===== config.mk =====
export PLATFORM = sky130hd
export DESIGN_NAME = pocket_i2s_rx
export DESIGN_NICKNAME = d
export VERILOG_FILES = /design/src/rtl/pocket_i2s_rx.sv
export SDC_FILE = /design/constraint.sdc
export NUM_CORES = 1
export LEC_CHECK = 0
export ABC_AREA = 1
export BUFFER_PORTS_ARGS = -buffer_cell sky130_fd_sc_hd__buf_2
export CORE_MARGIN = 2
export CORE_UTILIZATION = 45
export CTS_CLUSTER_DIAMETER = 80
export DETAILED_ROUTE_END_ITERATION = 8
export MAX_ROUTING_LAYER = met4
export SETUP_SLACK_MARGIN = 0.5
export SYNTH_ARGS = -nofsm -noshare
export SYNTH_HDL_FRONTEND = slang
export SYNTH_SLANG_ARGS = --single-unit

===== constraint.sdc =====
create_clock -name clk_sys -period 5.43 [get_ports clk_sys]
set_input_delay 0 -clock clk_sys [delete_from_list [all_inputs] [get_ports clk_sys]]
set_output_delay 0 -clock clk_sys [all_outputs]
set_load 0.01 [all_outputs]

===== src/rtl/pocket_i2s_rx.sv =====
// rtl/pocket_i2s_rx.sv - I2S stereo receiver with ready/valid pair output
//
// Purpose: oversamples an external I2S bus (sclk/lrck/data) in the clk_sys
// domain, frames left/right slots, captures the first DW bits of each slot
// MSB-first and presents complete stereo pairs with a valid/ready handshake.
//
// Ports:
//   clk_sys     in   core clock, all logic on rising edge (>= 4x audio_sclk)
//   reset       in   synchronous active-high reset
//   audio_sclk  in   I2S bit clock (asynchronous)
//   audio_lrck  in   L/R select, 0 = left, 1 = right (asynchronous)
//   audio_dac   in   serial data, MSB first (asynchronous)
//   audio_l     out  [DW-1:0] last complete left sample
//   audio_r     out  [DW-1:0] last complete right sample
//   out_valid   out  stereo pair available
//   out_ready   in   consumer accepts pair when out_valid && out_ready
//   overrun     out  sticky: an unaccepted pair was overwritten
//   frame_err   out  one-cycle pulse on framing violation
//
// Configuration: define POCKET_I2S_RX_FRAMECHK_EN to enable frame checking
// (slot length must be 32 sclk, runaway slots abort). Without it frame_err
// is constant 0 and the framer never falls back to SYNC.

module pocket_i2s_rx #(
  parameter int DW = 16
) (
  input  logic          clk_sys,
  input  logic          reset,
  input  logic          audio_sclk,
  input  logic          audio_lrck,
  input  logic          audio_dac,
  output logic [DW-1:0] audio_l,
  output logic [DW-1:0] audio_r,
  output logic          out_valid,
  input  logic          out_ready,
  output logic          overrun,
  output logic          frame_err
);

  localparam logic [1:0] ST_SYNC  = 2'd0;
  localparam logic [1:0] ST_LEFT  = 2'd1;
  localparam logic [1:0] ST_RIGHT = 2'd2;

  localparam logic [5:0] K_LAST = 6'(DW);
  localparam logic [5:0] K_MAX  = 6'd63;
`ifdef POCKET_I2S_RX_FRAMECHK_EN
  localparam logic [5:0] K_SLOT_END = 6'd31;
`endif

  // Synchronizers; sclk gets a third stage for rising-edge detection.
  logic sclk_s1_q, sclk_s2_q, sclk_s3_q;
  logic lrck_s1_q, lrck_s2_q;
  logic dac_s1_q, dac_s2_q;

  logic          lr_prev_q, lr_prev_d;
  logic [5:0]    k_q, k_d;
  logic [1:0]    state_q, state_d;
  logic [DW-1:0] shift_q, shift_d;
  logic [DW-1:0] hold_l_q, hold_l_d;
  logic [DW-1:0] hold_r_q, hold_r_d;
  logic          left_got_q, left_got_d;
  logic          load_q, load_d;
  logic [DW-1:0] audio_l_q, audio_l_d;
  logic [DW-1:0] audio_r_q, audio_r_d;
  logic          out_valid_q, out_valid_d;
  logic          overrun_q, overrun_d;
  logic          frame_err_q, frame_err_d;

  logic          sclk_rise;
  logic          boundary;
  logic [5:0]    k_edge;
  logic [DW:0]   shift_ext;
  logic [DW-1:0] shift_in;

  assign sclk_rise = sclk_s2_q & ~sclk_s3_q;
  assign boundary  = lrck_s2_q != lr_prev_q;
  // Edge index of the current sclk rise: 0 at a channel boundary, else saturating count.
  assign k_edge    = boundary ? 6'd0 : ((k_q == K_MAX) ? K_MAX : k_q + 6'd1);
  // Widened concat keeps the shift legal for DW=1.
  assign shift_ext = {shift_q, dac_s2_q};
  assign shift_in  = shift_ext[DW-1:0];

  always_comb begin
    lr_prev_d   = lr_prev_q;
    k_d         = k_q;
    state_d     = state_q;
    shift_d     = shift_q;
    hold_l_d    = hold_l_q;
    hold_r_d    = hold_r_q;
    left_got_d  = left_got_q;
    load_d      = 1'b0;
    frame_err_d = 1'b0;

    if (sclk_rise) begin
      lr_prev_d = lrck_s2_q;
      k_d       = k_edge;

      if (state_q != ST_SYNC && k_edge != 6'd0 && k_edge <= K_LAST) begin
        shift_d = shift_in;
        if (k_edge == K_LAST) begin
          if (lrck_s2_q) begin
            hold_r_d = shift_in;
            // Only a right slot that follows a left slot of the same frame emits a pair.
            if (left_got_q) begin
              load_d     = 1'b1;
              left_got_d = 1'b0;
            end
          end else begin
            hold_l_d   = shift_in;
            left_got_d = 1'b1;
          end
        end
      end

      if (boundary) begin
        if (state_q == ST_SYNC) begin
          if (!lrck_s2_q) begin
            state_d    = ST_LEFT;
            left_got_d = 1'b0;
          end
        end else begin
`ifdef POCKET_I2S_RX_FRAMECHK_EN
          if (k_q != K_SLOT_END) begin
            state_d     = ST_SYNC;
            left_got_d  = 1'b0;
            frame_err_d = 1'b1;
          end else
`endif
          if (lrck_s2_q) begin
            state_d = ST_RIGHT;
          end else begin
            state_d    = ST_LEFT;
            left_got_d = 1'b0;
          end
        end
      end
`ifdef POCKET_I2S_RX_FRAMECHK_EN
      else if (state_q != ST_SYNC && k_edge == K_MAX && k_q != K_MAX) begin
        // Slot ran away without a boundary: abandon the frame.
        state_d     = ST_SYNC;
        left_got_d  = 1'b0;
        frame_err_d = 1'b1;
      end
`endif
    end
  end

  // Output handshake: a load always wins; it flags overrun only when the
  // pair it replaces is neither accepted nor already consumed.
  always_comb begin
    audio_l_d   = audio_l_q;
    audio_r_d   = audio_r_q;
    out_valid_d = out_valid_q;
    overrun_d   = overrun_q;
    if (load_q) begin
      audio_l_d   = hold_l_q;
      audio_r_d   = hold_r_q;
      out_valid_d = 1'b1;
      if (out_valid_q && !out_ready) begin
        overrun_d = 1'b1;
      end
    end else if (out_valid_q && out_ready) begin
      out_valid_d = 1'b0;
    end
  end

  always_ff @(posedge clk_sys) begin
    if (reset) begin
      sclk_s1_q   <= 1'b0;
      sclk_s2_q   <= 1'b0;
      sclk_s3_q   <= 1'b0;
      lrck_s1_q   <= 1'b0;
      lrck_s2_q   <= 1'b0;
      dac_s1_q    <= 1'b0;
      dac_s2_q    <= 1'b0;
      lr_prev_q   <= 1'b0;
      k_q         <= 6'd0;
      state_q     <= ST_SYNC;
      shift_q     <= '0;
      hold_l_q    <= '0;
      hold_r_q    <= '0;
      left_got_q  <= 1'b0;
      load_q      <= 1'b0;
      audio_l_q   <= '0;
      audio_r_q   <= '0;
      out_valid_q <= 1'b0;
      overrun_q   <= 1'b0;
      frame_err_q <= 1'b0;
    end else begin
      sclk_s1_q   <= audio_sclk;
      sclk_s2_q   <= sclk_s1_q;
      sclk_s3_q   <= sclk_s2_q;
      lrck_s1_q   <= audio_lrck;
      lrck_s2_q   <= lrck_s1_q;
      dac_s1_q    <= audio_dac;
      dac_s2_q    <= dac_s1_q;
      lr_prev_q   <= lr_prev_d;
      k_q         <= k_d;
      state_q     <= state_d;
      shift_q     <= shift_d;
      hold_l_q    <= hold_l_d;
      hold_r_q    <= hold_r_d;
      left_got_q  <= left_got_d;
      load_q      <= load_d;
      audio_l_q   <= audio_l_d;
      audio_r_q   <= audio_r_d;
      out_valid_q <= out_valid_d;
      overrun_q   <= overrun_d;
      frame_err_q <= frame_err_d;
    end
  end

  assign audio_l   = audio_l_q;
  assign audio_r   = audio_r_q;
  assign out_valid = out_valid_q;
  assign overrun   = overrun_q;
  assign frame_err = frame_err_q;

endmodule


==> flow_summary.yaml <==
critical_path:
  r2r_slack_ns: 3.00
  worstPathMaxFanout: 22
  worstSetupPathType: "reg -> reg"
  crit_path_start_kind: "flip-flop"
  cp-endpoint: "hold_l_q[8]$_SDFFE_PP0P_"
  worst_ep_arrival_time_ns: 2.71
  cp_data_required_time_ns: 5.71
  crit_path_end_kind: "flip-flop"
  worstRegToRegCells: 12
  startpoint: "k_q[0]$_SDFFE_PP0P_"
  timing.rr.start: "k_q[0]$_SDFFE_PP0P_"
  rr_endpoint: "hold_l_q[8]$_SDFFE_PP0P_"
timing:
  worst_slack_ns: 3.00
  hold_violations: 0
  clock.fmax_ghz: 0.412
  worst_clock_skew_ns: 0.0120
  grt_setup_unrepaired: "false"
  worst_slew_pin_slew_ns: 0.908
  slew_viol_final: 0
  fin_crit_sh_pct: 44.7
  setup_viol: 0
  min_period_ns: 2.43
  slew_headroom_pct: 39.4
  setup_tns_ns: 0
synthesis:
  netlist_instances: 475
  synth_area_per_cell_um2: 7.95
  synth_edf_count: 0
  synth_ff_type: "dfxtp_1"
  async_flop_share_pct: 0
  seq_area_frac_synth_pct: 52.5
  ys_seq_elements: 99
  synth_cell_types: 32
  syn_nets: 482
  synth_warnings: 0
  syn_area_um2: 3780
hold_path:
  hp-class: "in -> reg"
  whs_path_depth: 2
final_layout:
  multi_input_area_um2: 1540
  register_area_um2: 1980
  fillCellCount: 820
  syn_to_final_growth_pct: 12.3
  fin_cells: 613
  nNetsFinal: 510
  drive_above_1_share_pct: 18.1
  final_common_cell: "nor2_1"
  final_core_util_pct: 51.9
  diodes: 0
  final_cell_mix: "nor2_1, dfxtp_1, nand2_1, o21ai_0, a21oi_1"
clock_tree:
  cts_setup_buffers: 0
  cts_buffer_depth: 2
  cts_tree: "built"
  holdBufCountCts: 4
  cts-resized-gates: 0
  numCtsBuffers: 9
  clock-sinks: 99
  cts.clk_slew.worst_paths_ns: 0.10
  clk_latency_ns: 0.37
  ctsRootBufferMaster: "clkbuf_8"
  htreeDepth: 3
routing:
  avgViaCountPerCell: 4.89
  routedWlPerCell_um: 12.2
  vias: 2996
  first_iter_violations: 166
  wl_um: 7490
  dr.pass1.iters: 4
  final_antenna_net_count: 0
  drc: 0
global_routing:
  antenna_found_initial: 0
  grt_first_pass_wirelength_um: 13200
  grt_max_degree: 58
  overflow: 0
  grt_usage_pct: 19.0
  grt_pass1_vias: 2882
floorplanning:
  io_pins: 41
  die-area_um2: 9140
  start_util_pct: 46.2
  coreArea_um2: 8180
  die_y_um: 95.6
  chipWidth_um: 95.6
  num_rows: 33
place:
  hpwlAfterDp_um: 4740
  place_ws_ns: 3.04
  gp_congestion: 0.798
  dp.cells: 593
  place.port_buffers: 39
power:
  p_leak_nw: 1.93
  ir_drop_mv: 0.126
  power_per_cell_area_nw_per_um2: 308
job:
  max_cap_violations: 0
run_status:
  status: "finished clean"
==> cell type report <==
class / count / share of cell area, %
inverter: 27 / 2.45
tap: 105 / 3.10
sequential: 99 / 46.7
timing repair buffer: 46 / 6.07
clock buffer: 10 / 3.01
clock inverter: 6 / 2.30
multi-input combinational: 320 / 36.4
==> sequential cells by signal, indices dropped and copies added (netlist names) <==
signal and flops:
audio_l 16, audio_r 16, hold_l_q 16, hold_r_q 16, shift_q 15, k_q 6
state_q 2, dac_s1_q 1, dac_s2_q 1, left_got_q 1, load_q 1, lr_prev_q 1
lrck_s1_q 1, lrck_s2_q 1, out_valid 1, overrun 1, sclk_s1_q 1, sclk_s2_q 1
sclk_s3_q 1
==> worst min-delay path by stage <==
stage	from	endpoint	slack, ns
after floorplan	audio_dac	dac_s1_q$_SDFF_PP0_	0.11
after global placement	audio_lrck	lrck_s1_q$_SDFF_PP0_	0.20
after detailed placement	audio_lrck	lrck_s1_q$_SDFF_PP0_	0.21
after CTS	reset	dac_s2_q$_SDFF_PP0_	0.18
after global routing	reset	dac_s2_q$_SDFF_PP0_	0.22
final	reset	dac_s2_q$_SDFF_PP0_	0.20
==> critical path, stage by stage (launching register included) <==
cell	delay, ns
dfxtp_1	0.36
ha_1	0.25
nand2_2	0.12
inv_2	0.05
nand2_1	0.08
nand2_1	0.07
nand2_2	0.08
nand2_1	0.09
nor2_4	0.17
nand4_2	0.48
inv_2	0.36
nand2_1	0.10
a21oi_1	0.14
==> metrics by stage <==
step	cell area (um2)	power [mW]	hold WS (ns)
final	4240	1.31	0.198
after floorplan	3780	0.779	0.107
after global placement	3980	0.787	0.198
after detailed placement	3980	0.788	0.212
after global routing	4240	1.35	0.225
after CTS	4240	1.32	0.181
==> report_power, final <==
group	switching, mW	leakage [nW]	internal, mW
clock network	0.266	0.107	0.266
registers	0.00388	0.799	0.730
logic	0.0264	1.03	0.0122
total	0.297	1.93	1.01
==> metal layers <==
metal	GRT usage, %	vias to the layer above	share of wire [%]
met4	6.67	0	1.4
met5	-	-	0
met2	30.6	41	45
li1	-	1580	-
met3	3.79	10	3.2
met1	23.7	1365	50
==> cell families after synthesis <==
logic type | synth area share, %
simple gates | 25.8
compound gates | 14.6
flops | 52.5
buf+inv | 6.69
fa+ha+maj | 0.331
other cells | 0.0993
==> Yosys cell counts, drive strengths merged, types with 2 or more instances <==
cell type	count	share of area [%]
inv	27	2.7
nor3	4	0.79
dfxtp	99	52
nor2	117	14
nand4	4	0.83
nand2	66	7.2
o21a	2	0.40
nand3	21	3.2
buf	9	2.0
o21ai	62	8.4
clkbuf	20	2.0
a21oi	40	5.3
No activity file was read; power rests on OpenSTA's default activity.
